==> config.mk <==
export PLATFORM = sky130hd
export DESIGN_NAME = na_read_arbiter
export DESIGN_NICKNAME = d
export VERILOG_FILES = /design/src/rtl/na_read_arbiter.sv
export SDC_FILE = /design/constraint.sdc
export NUM_CORES = 1
export LEC_CHECK = 0
export CAP_MARGIN = 25
export CORE_UTILIZATION = 31
export DETAILED_ROUTE_END_ITERATION = 8
export PLACE_DENSITY = 0.91
export SYNTH_ARGS = -nofsm -noshare
export SYNTH_HDL_FRONTEND = slang
export SYNTH_SLANG_ARGS = --single-unit
export TNS_END_PERCENT = 1
==> constraint.sdc <==
create_clock -name clk -period 2.5 [get_ports clk]
set_input_delay 0.375 -clock clk [delete_from_list [all_inputs] [get_ports clk]]
set_output_delay 0.375 -clock clk [all_outputs]
set_load 0.05 [all_outputs]
==> src/rtl/na_read_arbiter.sv <==
// Round-robin read arbiter: shares one debug-side flit buffer between NUM_REQ
// NoC-adapter read FSMs, locking the grant for a packet and closing broken packets.
module na_read_arbiter #(
    parameter int NUM_REQ        = 4,
    parameter int NOC_FLIT_WIDTH = 32,
    parameter int HDR_TIMEOUT    = 64,
    parameter int PKT_TIMEOUT    = 256
) (
    input  logic                              clk,
    input  logic                              rst_debug_n,
    input  logic                              arb_en,
    input  logic [NUM_REQ-1:0]                req_i,
    output logic [NUM_REQ-1:0]                enable_o,
    input  logic [NUM_REQ*NOC_FLIT_WIDTH-1:0] flit_data_i,
    input  logic [NUM_REQ-1:0]                flit_valid_i,
    input  logic [NUM_REQ-1:0]                flit_last_i,
    input  logic [NUM_REQ-1:0]                flit_16_i,
    output logic [NOC_FLIT_WIDTH-1:0]         out_flit_data,
    output logic                              out_flit_valid,
    output logic                              out_flit_last,
    output logic                              out_flit_16,
    output logic [$clog2(NUM_REQ)-1:0]        grant_id,
    output logic                              busy,
    output logic                              proto_err,
    output logic [2:0]                        state_dbg_o
);

    localparam int ID_W = $clog2(NUM_REQ);
    localparam int TMAX = (HDR_TIMEOUT > PKT_TIMEOUT) ? HDR_TIMEOUT : PKT_TIMEOUT;
    localparam int TW   = $clog2(TMAX + 1);

    localparam logic [TW-1:0]   HDR_LIMIT = TW'(HDR_TIMEOUT - 1);
    localparam logic [TW-1:0]   PKT_LIMIT = TW'(PKT_TIMEOUT - 1);
    localparam logic [TW-1:0]   TIMER_MAX = '1;
    localparam logic [ID_W-1:0] LAST_ID   = ID_W'(NUM_REQ - 1);
    localparam logic [ID_W:0]   NUM_REQ_W = (ID_W + 1)'(NUM_REQ);

    typedef enum logic [2:0] {
        S_IDLE   = 3'd0,
        S_GRANT  = 3'd1,
        S_PACKET = 3'd2,
        S_TERM   = 3'd3,
        S_GAP    = 3'd4
    } state_e;

    state_e              state_q, state_d;
    logic [ID_W-1:0]     grant_id_q, grant_id_d;
    logic [NUM_REQ-1:0]  enable_q, enable_d;
    logic [TW-1:0]       timer_q, timer_d;
    logic                proto_err_q, proto_err_d;

    logic                rr_found;
    logic [ID_W-1:0]     rr_pick;
    logic [ID_W:0]       rr_sum;
    logic [ID_W-1:0]     rr_cand;

    logic [NOC_FLIT_WIDTH-1:0] g_data;
    logic                g_valid;
    logic                g_last;
    logic                g_16;
    logic                g_req;
    logic                intrude;
    logic [TW-1:0]       timer_inc;

    // Flit handshake: a flit transfers on every cycle its valid is high while
    // the sender holds enable; there is no backpressure toward the FSMs.

    // Round-robin pick: first requester strictly after grant_id, wrapping.
    always_comb begin
        rr_found = 1'b0;
        rr_pick  = grant_id_q;
        rr_sum   = '0;
        rr_cand  = '0;
        for (int i = 1; i <= NUM_REQ; i++) begin
            rr_sum = {1'b0, grant_id_q} + (ID_W + 1)'(i);
            if (rr_sum >= NUM_REQ_W) begin
                rr_sum = rr_sum - NUM_REQ_W;
            end
            rr_cand = rr_sum[ID_W-1:0];
            if (!rr_found && req_i[rr_cand]) begin
                rr_found = 1'b1;
                rr_pick  = rr_cand;
            end
        end
    end

    // Grantee's view of the shared inputs.
    always_comb begin
        g_data  = '0;
        g_valid = 1'b0;
        g_last  = 1'b0;
        g_16    = 1'b0;
        g_req   = 1'b0;
        for (int i = 0; i < NUM_REQ; i++) begin
            if (grant_id_q == ID_W'(i)) begin
                g_data  = flit_data_i[i*NOC_FLIT_WIDTH +: NOC_FLIT_WIDTH];
                g_valid = flit_valid_i[i];
                g_last  = flit_last_i[i];
                g_16    = flit_16_i[i];
                g_req   = req_i[i];
            end
        end
    end

    // enable_q is zero outside GRANT/PACKET, so any valid it does not cover is an intrusion.
    assign intrude   = |(flit_valid_i & ~enable_q);
    assign timer_inc = (timer_q == TIMER_MAX) ? timer_q : timer_q + TW'(1);

    always_ff @(posedge clk) begin
        if (!rst_debug_n) begin
            state_q     <= S_IDLE;
            grant_id_q  <= LAST_ID;
            enable_q    <= '0;
            timer_q     <= '0;
            proto_err_q <= 1'b0;
        end else begin
            state_q     <= state_d;
            grant_id_q  <= grant_id_d;
            enable_q    <= enable_d;
            timer_q     <= timer_d;
            proto_err_q <= proto_err_d;
        end
    end

    always_comb begin
        state_d     = state_q;
        grant_id_d  = grant_id_q;
        timer_d     = timer_q;
        proto_err_d = proto_err_q | intrude;
        enable_d    = '0;
        case (state_q)
            S_IDLE: begin
                timer_d = '0;
                if (arb_en && rr_found) begin
                    state_d    = S_GRANT;
                    grant_id_d = rr_pick;
                end
            end
            S_GRANT: begin
                if (g_valid) begin
                    timer_d = '0;
                    state_d = g_last ? S_GAP : S_PACKET;
                end else if (!g_req) begin
                    state_d = S_GAP;
                end else if (timer_q >= HDR_LIMIT) begin
                    state_d = S_GAP;
                end else begin
                    timer_d = timer_inc;
                end
            end
            S_PACKET: begin
                // A flit always wins over a concurrent req drop or timeout.
                if (g_valid) begin
                    timer_d = '0;
                    if (g_last) begin
                        state_d = S_GAP;
                    end
                end else if (!g_req || (timer_q >= PKT_LIMIT)) begin
                    state_d     = S_TERM;
                    proto_err_d = 1'b1;
                end else begin
                    timer_d = timer_inc;
                end
            end
            S_TERM: begin
                timer_d = '0;
                state_d = S_GAP;
            end
            S_GAP: begin
                timer_d = '0;
                state_d = S_IDLE;
            end
            default: begin
                timer_d = '0;
                state_d = S_IDLE;
            end
        endcase
        if (state_d == S_GRANT || state_d == S_PACKET) begin
            enable_d[grant_id_d] = 1'b1;
        end
    end

    always_comb begin
        out_flit_data  = '0;
        out_flit_valid = 1'b0;
        out_flit_last  = 1'b0;
        out_flit_16    = 1'b0;
        case (state_q)
            S_GRANT, S_PACKET: begin
                out_flit_data  = g_data;
                out_flit_valid = g_valid;
                out_flit_last  = g_last;
                out_flit_16    = g_16;
            end
            S_TERM: begin
                out_flit_valid = 1'b1;
                out_flit_last  = 1'b1;
            end
            default: begin
                out_flit_valid = 1'b0;
            end
        endcase
    end

    assign enable_o    = enable_q;
    assign grant_id    = grant_id_q;
    assign busy        = (state_q != S_IDLE);
    assign proto_err   = proto_err_q;
    assign state_dbg_o = state_q;

endmodule

==> run_results.csv <==
group,metric,value,unit
run_status,status,"complete, but fails checks",
run_status,violations,"setup timing",
synthesis,syn-num-nets,499,
worst_setup_path,r2r_slack,70,ps
worst_setup_path,path_cells,"inv_1, ha_2, buf_6, nor2b_1, nor3_1, a21oi_2, nor2_4, buf_4",
worst_setup_path,r2r_cells,7,
synthesis,yosysMostFrequentCell,"a21oi_1",
floorplanning,core,0.00741,mm²
min_path,worstHoldEndpoint,"timer_q[5]$_SDFFE_PN0P_",
routing,drtIter0Drc,178,
synthesis,yosysWarnings,0,
routing,drc,0,
min_path,min_path_cells,2,
synthesis,syn-instance-count,345,
pwr,power.total,5.54,mW
global_routing,grt_max_degree,55,
synthesis,synth_area,0.00242,mm²
routing,wl_per_cell,19.3,µm
sta,finalSetupTns,-6.61,ps
sta,whs,497,ps
synthesis,yosysSeqAreaShare,0.157,
sta,relSlewSlack,0.570,
sta,finalSetupViolations,1,
sta,max_clock_freq,0.399,GHz
floorplanning,num_rows,31,
sta,worst_slew_pin_slew,642,ps
finish,drive_gt1_frac,0.356,
floorplanning,dieArea,0.00816,mm²
worst_setup_path,r2r_start,"timer_q[2]$_SDFFE_PN0P_",
place,hpwl,8.40,mm
synthesis,synth_top_area_frac,0.157,
finish,diodes,0,
finish,fillers,510,
synthesis,avgSynthCellArea,7.01,µm²
synthesis,yosysTopAreaCell,"dfxtp_1",
worst_setup_path,critPathLaunchType,"flip-flop",
routing,ant_nets,0,
clocking,numCtsBuffers,3,
pwr,p_leak,1.88,nW
finish,finalNonFillerCells,639,
global_routing,grt_pass1_vias,3633,
routing,viasPerCell,5.88,
synthesis,synth_flop_cell,"dfxtp_1",
clocking,ctsHoldBuffers,0,
global_routing,antenna_found_initial,0,
sta,skew,2.36,ps
global_routing,grt_pass1_wl,17.8,mm
synthesis,synthTopCellsByCount,"48 x a21oi_1, 42 x nor2_1, 37 x nor3_1",
place,io_buffers,192,
clocking,numClockSinks,19,
finish,nNetsFinal,695,
clocking,path_clk_slew,70,ps
clocking,cts_tree,"yes",
sta,hold_viol_final,0,
min_path,hp-class,"flip-flop to flip-flop",
sta,rsz0062_at_grt,"yes",
worst_setup_path,max_stage_delay,370,ps
clocking,cts_root_buf,"clkbuf_8",
clocking,clockBufferDepth,2,
worst_setup_path,r2r-end,"timer_q[6]$_SDFFE_PN0P_",
min_path,hold_start,"timer_q[5]$_SDFFE_PN0P_",
place,place_inst,630,
floorplanning,io_pins,193,
pwr,peakVddDrop,0.000783,V
global_routing,grt_usage,0.265,
worst_setup_path,worstPathRequired,2120,ps
routing,dr.pass1.iters,4,
sta,period_share,1.00,
pwr,power_density,1050,mW/mm²
routing,vias,3756,
worst_setup_path,crit_fanout,42,
worst_setup_path,cp_data_arrival_time,2130,ps
finish,fin_area,0.00530,mm²
global_routing,overflow,0,
sta,setup_ws,-6.61,ps
worst_setup_path,cp-end-kind,"output pin",
floorplanning,die_h,90.3,µm
finish,finish.utilization,0.715,
synthesis,synth_edf_count,0,
sta,slew_viol_final,0,
routing,wl,12.3,mm
place,gp_congestion,0.926,
synthesis,ys_types,54,
synthesis,synth-seq-cells,19,
synthesis,synthTopCellsByArea,"dfxtp_1 16%, a221oi_1 12%, a21oi_1 9.9%",
worst_setup_path,crit_type,"flip-flop to output pin",
flow_run,cap_violations,0,
place,place_area,0.00476,mm²
place,place_ws,-20.3,ps
clocking,htree_levels,1,
finish,syn2layout_area_growth,119,%
floorplanning,die_w,90.3,µm
clocking,worstSkewPairLatency,260,ps
sta,min_period,2510,ps
floorplanning,initial_utilization,0.326,
worst_setup_path,crit_slowest_cell,"dfxtp_4",
synthesis,synthArstFlopShare,0,
-- cell usage in the layout, fill, tap and decap left out, types with 2 or more instances in the layout --
cell | Yosys | final
a21oi_1 | 48 | 17
a21oi_2 | 0 | 31
a221oi_1 | 34 | 8
a221oi_2 | 1 | 24
a221oi_4 | 0 | 3
and2_1 | 3 | 3
and3_1 | 2 | 2
and4_1 | 2 | 2
buf_12 | 0 | 9
buf_4 | 1 | 47
buf_6 | 2 | 7
clkbuf_8 | 0 | 3
clkdlybuf4s50_1 | 0 | 157
dfxtp_1 | 19 | 16
dfxtp_2 | 0 | 2
ha_1 | 7 | 4
ha_2 | 0 | 2
inv_1 | 11 | 10
inv_2 | 1 | 2
mux2_2 | 2 | 2
mux4_2 | 4 | 4
nand2_1 | 7 | 7
nand3_1 | 2 | 2
nor2_1 | 42 | 8
nor2_2 | 0 | 3
nor2_4 | 0 | 31
nor2b_1 | 35 | 35
nor3_1 | 37 | 33
nor3_2 | 0 | 4
nor3b_1 | 4 | 4
o211ai_1 | 2 | 2
o21ai_0 | 10 | 10
o22ai_1 | 3 | 3
o311ai_2 | 1 | 2
o31ai_1 | 5 | 5
or3_1 | 2 | 2
or4_1 | 5 | 5
-- cells by family (layout without fill, tap and decap cells) --
kind of cell	after synthesis	count (layout)	share of synthesized area
simple gates	150	150	0.336
fa+ha+maj	7	7	0.0362
buf+inv	43	238	0.0760
flops	19	19	0.157
mux	7	7	0.0507
compound gates	119	119	0.344
-- flip-flops by register name (all words and copies together), names as in the netlist --
| signal | count |
|---|---|
| grant_id | 2 |
| proto_err | 1 |
| timer_q | 9 |
| state_dbg_o | 3 |
| enable_o | 4 |
-- routing by layer --
metal | routed length (µm) | up-vias | part of all wire | GRT usage
met4 | 588 | 0 | 0.048 | 0.0914
met5 | 0 | - | 0 | 0
met1 | 4560 | 1763 | 0.37 | 0.289
met2 | 6310 | 226 | 0.51 | 0.516
met3 | 873 | 55 | 0.071 | 0.0387
li1 | - | 1712 | - | -
-- timing repair --
item,in CTS,in global routing
setup buffers,3,0
gates resized for setup,25,57
pin swaps,1,4
endpoints found under the setup margin,36,40
gates cloned,0,2
-- where the power goes --
group / internal, mW / switching (mW)
combinational: 1.95 / 2.95
sequential: 0.361 / 0.0567
clock: 0.111 / 0.106
-- worst max-delay path: cells and delay by family (launching register included) --
family	cells	cell delay [ps]
AO/OA/AOI/OAI	1	210
buffers and inverters	3	610
flip-flops	1	370
AND/OR/NAND/NOR	3	400
adder cells (fa/ha/maj)	1	250
-- final cells by class --
cell class	instances	area, µm²	area share
multi-input cells	283	2470	0.467
repair buffers	222	2220	0.420
flip-flops and latches	19	387	0.0730
well taps	99	124	0.0234
inverters	12	45.0	0.00850
clock buffers	3	41.3	0.00780
clock inverters	1	5.00	0.000945
-- how the worst max path moves through the flow --
stage	slack [ps]	cells after the start	endpoint	startpoint
3_5_place_dp	-20	6	timer_q[6]$_SDFFE_PN0P_	req_i[2]
4_1_cts	-20	9	out_flit_data[17]	grant_id[0]$_SDFF_PN1_
2_1_floorplan	-40	9	timer_q[3]$_SDFFE_PN0P_	grant_id[1]$_SDFF_PN1_
6_report	-7	8	out_flit_data[16]	grant_id[0]$_SDFF_PN1_
5_1_grt	-60	9	out_flit_data[11]	grant_id[0]$_SDFF_PN1_
3_3_place_gp	50	9	out_flit_data[17]	grant_id[1]$_SDFF_PN1_
Power figures use the tool's default switching activity.
